`config.mk`:
```
export PLATFORM = sky130hd
export DESIGN_NAME = alu_mc
export DESIGN_NICKNAME = d
export VERILOG_FILES = /design/src/rtl/alu_mc.sv
export SDC_FILE = /design/constraint.sdc
export NUM_CORES = 1
export LEC_CHECK = 0
export BUFFER_PORTS_ARGS = -buffer_cell sky130_fd_sc_hd__buf_2
export CORE_MARGIN = 2
export CORE_UTILIZATION = 62
export CTS_BUF_LIST = sky130_fd_sc_hd__clkbuf_8
export CTS_CLUSTER_SIZE = 28
export DETAILED_ROUTE_END_ITERATION = 7
export HOLD_SLACK_MARGIN = 0.06
export PLACE_DENSITY = 0.87
export REMOVE_ABC_BUFFERS = 1
export SYNTH_ARGS = -nofsm -noshare
export SYNTH_HDL_FRONTEND = slang
export SYNTH_SLANG_ARGS = --single-unit
export TNS_END_PERCENT = 30
```
`constraint.sdc`:
```
create_clock -name clk -period 6 [get_ports clk]
set_input_delay 0.9 -clock clk [delete_from_list [all_inputs] [get_ports clk]]
set_output_delay 0.9 -clock clk [all_outputs]
set_load 0.01 [all_outputs]
```
`src/rtl/alu_mc.sv`:
```
// alu_mc: multicycle EX-stage ALU with a valid/ready handshake.
// Saturating signed ADD/SUB, per-lane saturating packed add, AND/NOR,
// iterative 1-bit-per-cycle shifts, LLB/LHB. Result and flags are registered
// together and held stable in DONE until the consumer takes them.
module alu_mc #(
    parameter int WIDTH   = 16,
    parameter int LANE_W  = 8,
    parameter int SHAMT_W = $clog2(WIDTH)
) (
    input  logic               clk,
    input  logic               rst,
    input  logic               in_valid,
    output logic               in_ready,
    input  logic [3:0]         func,
    input  logic [WIDTH-1:0]   src0,
    input  logic [WIDTH-1:0]   src1,
    input  logic [SHAMT_W-1:0] shamt,
    output logic               out_valid,
    input  logic               out_ready,
    output logic [WIDTH-1:0]   dst,
    output logic               ov,
    output logic               zr,
    output logic               neg
);

    localparam int LANES = WIDTH / LANE_W;
    localparam int MSB   = WIDTH - 1;

    localparam logic [3:0] OP_ADD    = 4'b0000;
    localparam logic [3:0] OP_PADDSB = 4'b0001;
    localparam logic [3:0] OP_SUB    = 4'b0010;
    localparam logic [3:0] OP_AND    = 4'b0011;
    localparam logic [3:0] OP_NOR    = 4'b0100;
    localparam logic [3:0] OP_SLL    = 4'b0101;
    localparam logic [3:0] OP_SRL    = 4'b0110;
    localparam logic [3:0] OP_SRA    = 4'b0111;
    localparam logic [3:0] OP_LLB    = 4'b1000;
    localparam logic [3:0] OP_LHB    = 4'b1001;

    localparam logic [WIDTH-1:0]  SAT_POS  = {1'b0, {(WIDTH-1){1'b1}}};
    localparam logic [WIDTH-1:0]  SAT_NEG  = {1'b1, {(WIDTH-1){1'b0}}};
    localparam logic [LANE_W-1:0] LSAT_POS = {1'b0, {(LANE_W-1){1'b1}}};
    localparam logic [LANE_W-1:0] LSAT_NEG = {1'b1, {(LANE_W-1){1'b0}}};

    typedef enum logic [1:0] {
        ST_IDLE  = 2'd0,
        ST_SHIFT = 2'd1,
        ST_DONE  = 2'd2
    } state_t;

    state_t             state_r;
    state_t             state_nxt_s;
    logic [3:0]         func_r;
    logic [WIDTH-1:0]   work_r;
    logic [SHAMT_W-1:0] cnt_r;
    logic [WIDTH-1:0]   dst_r;
    logic               ov_r;
    logic               zr_r;
    logic               neg_r;

    logic [WIDTH-1:0]   add_sum_s;
    logic [WIDTH-1:0]   sub_diff_s;
    logic               add_ov_s;
    logic               sub_ov_s;
    logic [WIDTH-1:0]   padd_res_s;
    logic               padd_ov_s;
    logic [LANE_W-1:0]  lane_sum_s;
    logic [WIDTH-1:0]   res_s;
    logic               res_ov_s;
    logic               res_neg_s;
    logic               is_shift_s;
    logic               start_shift_s;
    logic [WIDTH-1:0]   shift_s;

    assign in_ready  = (state_r == ST_IDLE);
    assign out_valid = (state_r == ST_DONE);
    assign dst       = dst_r;
    assign ov        = ov_r;
    assign zr        = zr_r;
    assign neg       = neg_r;

    assign add_sum_s  = src0 + src1;
    assign sub_diff_s = src0 - src1;
    // Overflow: operands agree in sign (ADD) or differ (SUB) and the result sign flips.
    assign add_ov_s   = (src0[MSB] == src1[MSB]) && (add_sum_s[MSB] != src0[MSB]);
    assign sub_ov_s   = (src0[MSB] != src1[MSB]) && (sub_diff_s[MSB] != src0[MSB]);

    assign is_shift_s    = (func == OP_SLL) || (func == OP_SRL) || (func == OP_SRA);
    assign start_shift_s = is_shift_s && (shamt != '0);

    // Packed add: each lane saturates on its own, no carry crosses a lane boundary.
    always_comb begin
        padd_res_s = '0;
        padd_ov_s  = 1'b0;
        lane_sum_s = '0;
        for (int i = 0; i < LANES; i++) begin
            lane_sum_s = src0[i*LANE_W +: LANE_W] + src1[i*LANE_W +: LANE_W];
            if ((src0[i*LANE_W + LANE_W - 1] == src1[i*LANE_W + LANE_W - 1]) &&
                (lane_sum_s[LANE_W-1] != src0[i*LANE_W + LANE_W - 1])) begin
                padd_ov_s = 1'b1;
                padd_res_s[i*LANE_W +: LANE_W] =
                    src0[i*LANE_W + LANE_W - 1] ? LSAT_NEG : LSAT_POS;
            end else begin
                padd_res_s[i*LANE_W +: LANE_W] = lane_sum_s;
            end
        end
    end

    // Single-cycle result mux; shift opcodes pass src0 through (used when shamt==0).
    always_comb begin
        res_s     = '0;
        res_ov_s  = 1'b0;
        res_neg_s = 1'b0;
        case (func)
            OP_ADD: begin
                res_s     = add_ov_s ? (src0[MSB] ? SAT_NEG : SAT_POS) : add_sum_s;
                res_ov_s  = add_ov_s;
                res_neg_s = res_s[MSB];
            end
            OP_PADDSB: begin
                res_s    = padd_res_s;
                res_ov_s = padd_ov_s;
            end
            OP_SUB: begin
                res_s     = sub_ov_s ? (src0[MSB] ? SAT_NEG : SAT_POS) : sub_diff_s;
                res_ov_s  = sub_ov_s;
                res_neg_s = res_s[MSB];
            end
            OP_AND:  res_s = src0 & src1;
            OP_NOR:  res_s = ~(src0 | src1);
            OP_SLL:  res_s = src0;
            OP_SRL:  res_s = src0;
            OP_SRA:  res_s = src0;
            OP_LLB:  res_s = {src0[WIDTH-1:8], src1[7:0]};
            OP_LHB:  res_s = {src1[7:0], src0[WIDTH-9:0]};
            default: res_s = '0;
        endcase
    end

    // One-bit step of the iterative shifter, selected by the latched opcode.
    always_comb begin
        shift_s = work_r;
        case (func_r)
            OP_SLL:  shift_s = {work_r[WIDTH-2:0], 1'b0};
            OP_SRL:  shift_s = {1'b0, work_r[WIDTH-1:1]};
            OP_SRA:  shift_s = {work_r[MSB], work_r[WIDTH-1:1]};
            default: shift_s = work_r;
        endcase
    end

    // FSM state register.
    always_ff @(posedge clk) begin
        if (rst) begin
            state_r <= ST_IDLE;
        end else begin
            state_r <= state_nxt_s;
        end
    end

    // FSM next-state logic.
    always_comb begin
        state_nxt_s = state_r;
        case (state_r)
            ST_IDLE: begin
                if (in_valid) begin
                    state_nxt_s = start_shift_s ? ST_SHIFT : ST_DONE;
                end else begin
                    state_nxt_s = ST_IDLE;
                end
            end
            ST_SHIFT: begin
                if (cnt_r == SHAMT_W'(1)) begin
                    state_nxt_s = ST_DONE;
                end else begin
                    state_nxt_s = ST_SHIFT;
                end
            end
            ST_DONE: begin
                if (out_ready) begin
                    state_nxt_s = ST_IDLE;
                end else begin
                    state_nxt_s = ST_DONE;
                end
            end
            default: state_nxt_s = ST_IDLE;
        endcase
    end

    // Operand latch, shift iteration and result/flag registers.
    always_ff @(posedge clk) begin
        if (rst) begin
            func_r <= 4'b0000;
            work_r <= '0;
            cnt_r  <= '0;
            dst_r  <= '0;
            ov_r   <= 1'b0;
            zr_r   <= 1'b1;
            neg_r  <= 1'b0;
        end else begin
            case (state_r)
                ST_IDLE: begin
                    if (in_valid) begin
                        func_r <= func;
                        if (start_shift_s) begin
                            work_r <= src0;
                            cnt_r  <= shamt;
                        end else begin
                            dst_r <= res_s;
                            ov_r  <= res_ov_s;
                            zr_r  <= (res_s == '0);
                            neg_r <= res_neg_s;
                        end
                    end
                end
                ST_SHIFT: begin
                    work_r <= shift_s;
                    cnt_r  <= cnt_r - SHAMT_W'(1);
                    if (cnt_r == SHAMT_W'(1)) begin
                        dst_r <= shift_s;
                        ov_r  <= 1'b0;
                        zr_r  <= (shift_s == '0);
                        neg_r <= 1'b0;
                    end
                end
                default: begin
                    // DONE holds the result until the consumer takes it.
                end
            endcase
        end
    end

endmodule
```
## After elaboration in Yosys (flattened, before gate mapping)

Cells that the tools add are included.
W data, S select, Z words.

| cells by class | value |
|---|---|
| add/subtract/negate cells | 5 |
| equality and inequality tests | 26 |
| muxes and demuxes | 39 |
| bitwise operators | 3 |
| reduce and logical (&&, ||, !) cells | 17 |

Operator list:

| operator | count |
|---|---|
| $mux W16 | 8 |
| $pmux W16 S8 | 1 |
| $pmux W16 S2 | 2 |
| $pmux W16 S3 | 1 |
| $logic_not A16 Y1 | 2 |
| $mux W8 | 4 |
| $eq A4 B3 Y1 const B | 7 |
| $add A16 B16 Y16 | 1 |
| $add A8 B8 Y8 | 2 |
| $and A16 B16 Y16 | 1 |
| $not A16 Y16 | 1 |
| $or A16 B16 Y16 | 1 |
| $sub A16 B16 Y16 | 1 |
| $mux W1 | 10 |
| $eq A4 B1 Y1 const B | 2 |
| $eq A4 B2 Y1 const B | 2 |
| $eq A4 B4 Y1 const B | 2 |
| $mux W2 | 4 |
| $mux W4 | 2 |
| $pmux W1 S2 | 4 |
| $pmux W4 S2 | 1 |
| $ne A2 B2 Y1 const B | 3 |
| $pmux W2 S3 | 1 |
| $logic_and A1 B1 Y1 | 5 |
| 16 further kinds | 22 |

| word-level totals | value |
|---|---|
| register bits after elaboration | 45 |
| bits of input ports | 44 |
| output and inout bits | 21 |
| word-level logic and storage cells | 98 |

## Logic depth before layout (Yosys ltp)

| depth | value |
|---|---|
| word-level depth | 9 |
| gate-level depth with buffers | 22 |
| gate-level depth less buffers | 21 |

## Least setup slack after synthesis

Ideal clock, no wire load.

| path | value |
|---|---|
| kind | input -> register |
| start | input port src1[4] |
| end | register dst_r[7], in the netlist dst[7] |
| library setup time | 0.065 ns |
| arrival | 4.466 ns |
| required time | 5.935 ns |
| path slack | 1.469 ns |
| cell stages on the path | 21 |
| buffers on the path | 1 |
| path through | inv_1 > ha_1 > clkbuf_1 > inv_1 > a221oi_1 > a21oi_1 > a211o_1 > o22ai_1 > nor2_1 > nor2_1 > nor2_1 > nor2_1 > fa_1 > nor3b_1 > and2_1 > a21oi_1 > o2111a_1 > o21a_1 > a311oi_1 > a21oi_1 > nor2_1 |

| between the ends | value |
|---|---|
| word-level cells in the longest chain between the ends | 8 |
| elaborated cells between the ends (all ways) | 16 |
| classes of those cells | add/sub (3); eq/ne (3); mux (7); reduce/logical (3) |

Ends and longest elaborated chain:

| element | line | text |
|---|---|---|
| start: declaration | 16 | `input logic [WIDTH-1:0] src1,` |
| $sub A16 B16 Y16, or another cell as far along | 83 | `assign sub_diff_s = src0 - src1;` |
| $ne A1 B1 Y1 (on tied branches) | 86, 85, 99 |  |
| $logic_and A1 B1 Y1 (on tied branches) | 86, 85, 98 |  |
| $mux W16, or another cell as far along | 125 | `res_s = sub_ov_s ? (src0[MSB] ? SAT_NEG : SAT_POS) : sub_diff_s;` |
| $pmux W16 S8 * | 114 | `case (func)` |
| $mux W16 * | 204 | `if (start_shift_s) begin` |
| $mux W16 * | 202 | `if (in_valid) begin` |
| $pmux W16 S2 * | 200 | `case (state_r)` |
| end signal: assignment | 208 | `dst_r <= res_s;` |
| end signal: assignment | 219 | `dst_r <= shift_s;` |
| end: declaration | 56 | `logic [WIDTH-1:0] dst_r;` |

Every way passes the cells marked *; elsewhere a longest branch is shown, timed or not. The select of a mux whose other input is x is not followed.
A chain may end at the register's enable or synchronous reset.

## Final worst setup path

| path | value |
|---|---|
| start | input port src0[6] |
| end | register zr_r, in the netlist zr |

| between the ends | value |
|---|---|
| word-level cells in the longest chain between the ends | 9 |
| elaborated cells between the ends (all ways) | 20 |
| classes of those cells | add/sub (3); eq/ne (3); mux (7); bitwise (3); reduce/logical (4) |

Ends and longest elaborated chain:

| element | line | text |
|---|---|---|
| start: declaration | 15 | `input logic [WIDTH-1:0] src0,` |
| $sub A16 B16 Y16, or another cell as far along | 83 |  |
| $ne A1 B1 Y1 (on tied branches) | 86, 85, 99 |  |
| $logic_and A1 B1 Y1 (on tied branches) | 86, 85, 98 |  |
| $mux W16, or another cell as far along | 125 |  |
| $pmux W16 S8 * | 114 |  |
| $logic_not A16 Y1 * | 210 | `zr_r <= (res_s == '0);` |
| $mux W1 * | 204 |  |
| $mux W1 * | 202 |  |
| $pmux W1 S2 * | 200 |  |
| end signal: assignment | 210 |  |
| end signal: assignment | 221 | `zr_r <= (shift_s == '0);` |
| end: declaration | 58 | `logic zr_r;` |

Marked as above.

==> qor.yml <==
status: "complete, but fails checks"
violations: "design-rule violations"
setup_viol: 0
cts_resized: 0
wire_per_inst_um: 23.66
n_antenna_cell: 0
std_cell_rows: 35
fin_skew_ns: 0.01079
fin_setup_tns_ns: 0
clock_latency_ns: 0.30
ys_ff_latch: 45
grt_antenna_before_repair: 0
area_growth_pct: 7.851
cts_made_buffers: 5
crit_path_end_kind: "flop"
layout-drive-gt1-share: 0.1246
post_cts.repair.setup_buffers: 0
cap_violations: 0
power_density_mw_per_mm2: 168.7
drc: 1
synth_edf_count: 0
drt-initial-drc-count: 1091
async_reset_ff_frac: 0
yosys_warnings: 0
avgSynthCellArea_um2: 7.114
crit_type: "in2reg"
clockBufferDepth: 2
yosysSeqAreaShare: 0.1579
gr-total-overflow: 0
routabilityCongestion: 1.131
dp_slack_ns: 0.4989
wl_um: 22390
cp_slowest_cell: "a2111oi_0"
cts_tree: "built"
fin_crit_ns: 5.414
die_h_um: 99.93
synthFlopType: "dfxtp_1"
die_w_um: 99.93
synthCells: 802
n_fill_cell: 801
crit_fanout: 9
grt_pass1_wl_um: 34410
grtUsageTotal: 0.4373
grt_max_degree: 46
critical-path-max-stage-delay_ns: 0.72
cp_num_buf_inv: 2
ir_drop_mv: 0.1066
drtPass1Iterations: 8
syn-cell-area_mm2: 0.005705
grt_pass1_vias: 6421
initial_core_util: 0.6294
ys_types: 76
cts_hold_buf: 0
dp.final_hpwl_um: 17030
htreeDepth: 2
final_nets: 936
path_clk_slew_ns: 0.09
max_slew.worst_pin.slew_ns: 1.380
port_buffers: 64
fin_util: 0.6788
clock-sinks: 45
p_leak_nw: 2.531
cp.arrival_ns: 5.67
post-route-period-util: 0.9023
slew_viol_final: 0
start_kind: "input port"
synth.most_common_cell: "a21oi_1"
synth_area_leaders: "dfxtp_1 16%, ha_1 12%, a21oi_1 7.1%"
coreArea_mm2: 0.009065
hold_class: "reg2reg"
rsz0062_at_grt: "no"
hold_viol: 0
worst_slack_ns: 0.5863
cp_common_cell: "nor2_1"
critPathRequiredTime_ns: 6.26
root_buffer: "clkbuf_8"
ioPinCount: 65
die-area_mm2: 0.009986
synth_common_cells: "81 x a21oi_1, 75 x nor2_1, 56 x nand2_1"
cp_cell_sequence: "buf_2, inv_1, ha_1, nor2_1, a211oi_1, a21oi_1, a211o_1, o22ai_1, nor2_1, nor2_1, nor2_1, nor2_1, fa_1, xnor2_1, nand2_1, a31oi_1, a2111oi_0, o21ai_0, nor4_1, a21o_1"
fmax_mhz: 184.7
slew_headroom: 0.07184
yosysTopAreaCellShare: 0.1579
synth_top_cell_by_area: "dfxtp_1"
crit_family: "compound AO/OA/AOI/OAI gates"
antenna_left: 0
vias: 6880
vias_per_cell: 7.273
==> worst register-to-register path, stage by stage (launching register included) <==
cell,delay (ns)
dfxtp_1,0.37
nand2b_1,0.21
nor2_1,0.54
nand2b_1,0.31
o21ai_0,0.15
buf_4,0.22
o2111ai_1,0.14
nor4_1,0.29
nand4_1,0.15
nor4_1,0.32
a21o_1,0.15
==> cell families after synthesis <==
kind of cell / share of synthesized area
XOR/XNOR: 0.03684
flip-flops: 0.1579
AND/OR/NAND/NOR: 0.2300
AO/OA/AOI/OAI: 0.3551
adder cells (fa/ha/maj): 0.1325
buffers and inverters: 0.07368
multiplexers: 0.01404
==> sequential cells by signal, indices dropped and copies added (netlist names) <==
| register | flops |
|---|---|
| neg | 1 |
| cnt_r | 4 |
| work_r | 16 |
| func_r | 4 |
| dst | 16 |
| state_r | 2 |
| ov | 1 |
| zr | 1 |
==> through the flow <==
step	power [W]	area (µm²)	std cells	hold WS [ns]
final	0.001038	6153	946	0.4611
after floorplan	0.0006532	5492	749	0.4520
after global placement	0.0008243	6071	938	0.4430
after global routing	0.001083	6153	946	0.4779
after CTS	0.001012	6153	946	0.4609
after detailed placement	0.0008328	6071	938	0.4493
==> final timing paths <==
path | cells past startpoint | slack (ns) | start | to
min reg2reg | 2 | 0.46 | dst[11]$_SDFFE_PP0P_ | dst[11]$_SDFFE_PP0P_
max reg2reg | 10 | 3.12 | state_r[1]$_SDFF_PP0_ | zr$_SDFFE_PP1P_
min | 2 | 0.46 | dst[11]$_SDFFE_PP0P_ | dst[11]$_SDFFE_PP0P_
max | 20 | 0.59 | src0[6] | zr$_SDFFE_PP1P_
==> power by group <==
group          internal [W]  switching, W
combinational      0.000182      0.000340
sequential         0.000315     0.0000155
clock             0.0000793      0.000107
total              0.000576      0.000462
==> cell type report <==
cell class / instances / area, µm² / share of cell area
sequential: 45 / 900.9 / 0.1464
inverter: 55 / 206.4 / 0.03355
clock inverter: 3 / 13.76 / 0.002237
timing repair buffer: 78 / 425.4 / 0.06913
clock buffer: 5 / 68.82 / 0.01118
multi-input combinational: 649 / 4399 / 0.7149
tap: 111 / 138.9 / 0.02257
==> metal layers <==
metal / track usage / wire (µm) / vias to the layer above
met4: 0.2034 / 1278 / 0
li1: - / - / 3046
met2: 0.6954 / 9756 / 608
met5: 0 / 0 / -
met3: 0.07660 / 2944 / 120
met1: 0.5778 / 8405 / 3106
==> placed cells by master (no fill, tap or decap), types with 19 or more instances in the layout <==
master and n:
a21oi_1 81, nor2_1 75, buf_2 64, inv_1 56
nand2_1 56, ha_1 54, dfxtp_1 45, o21ai_0 44
o22ai_1 28, a22oi_1 22, nand3_1 21, nor3_1 19
Note: power is estimated with default switching activity, not from simulation.
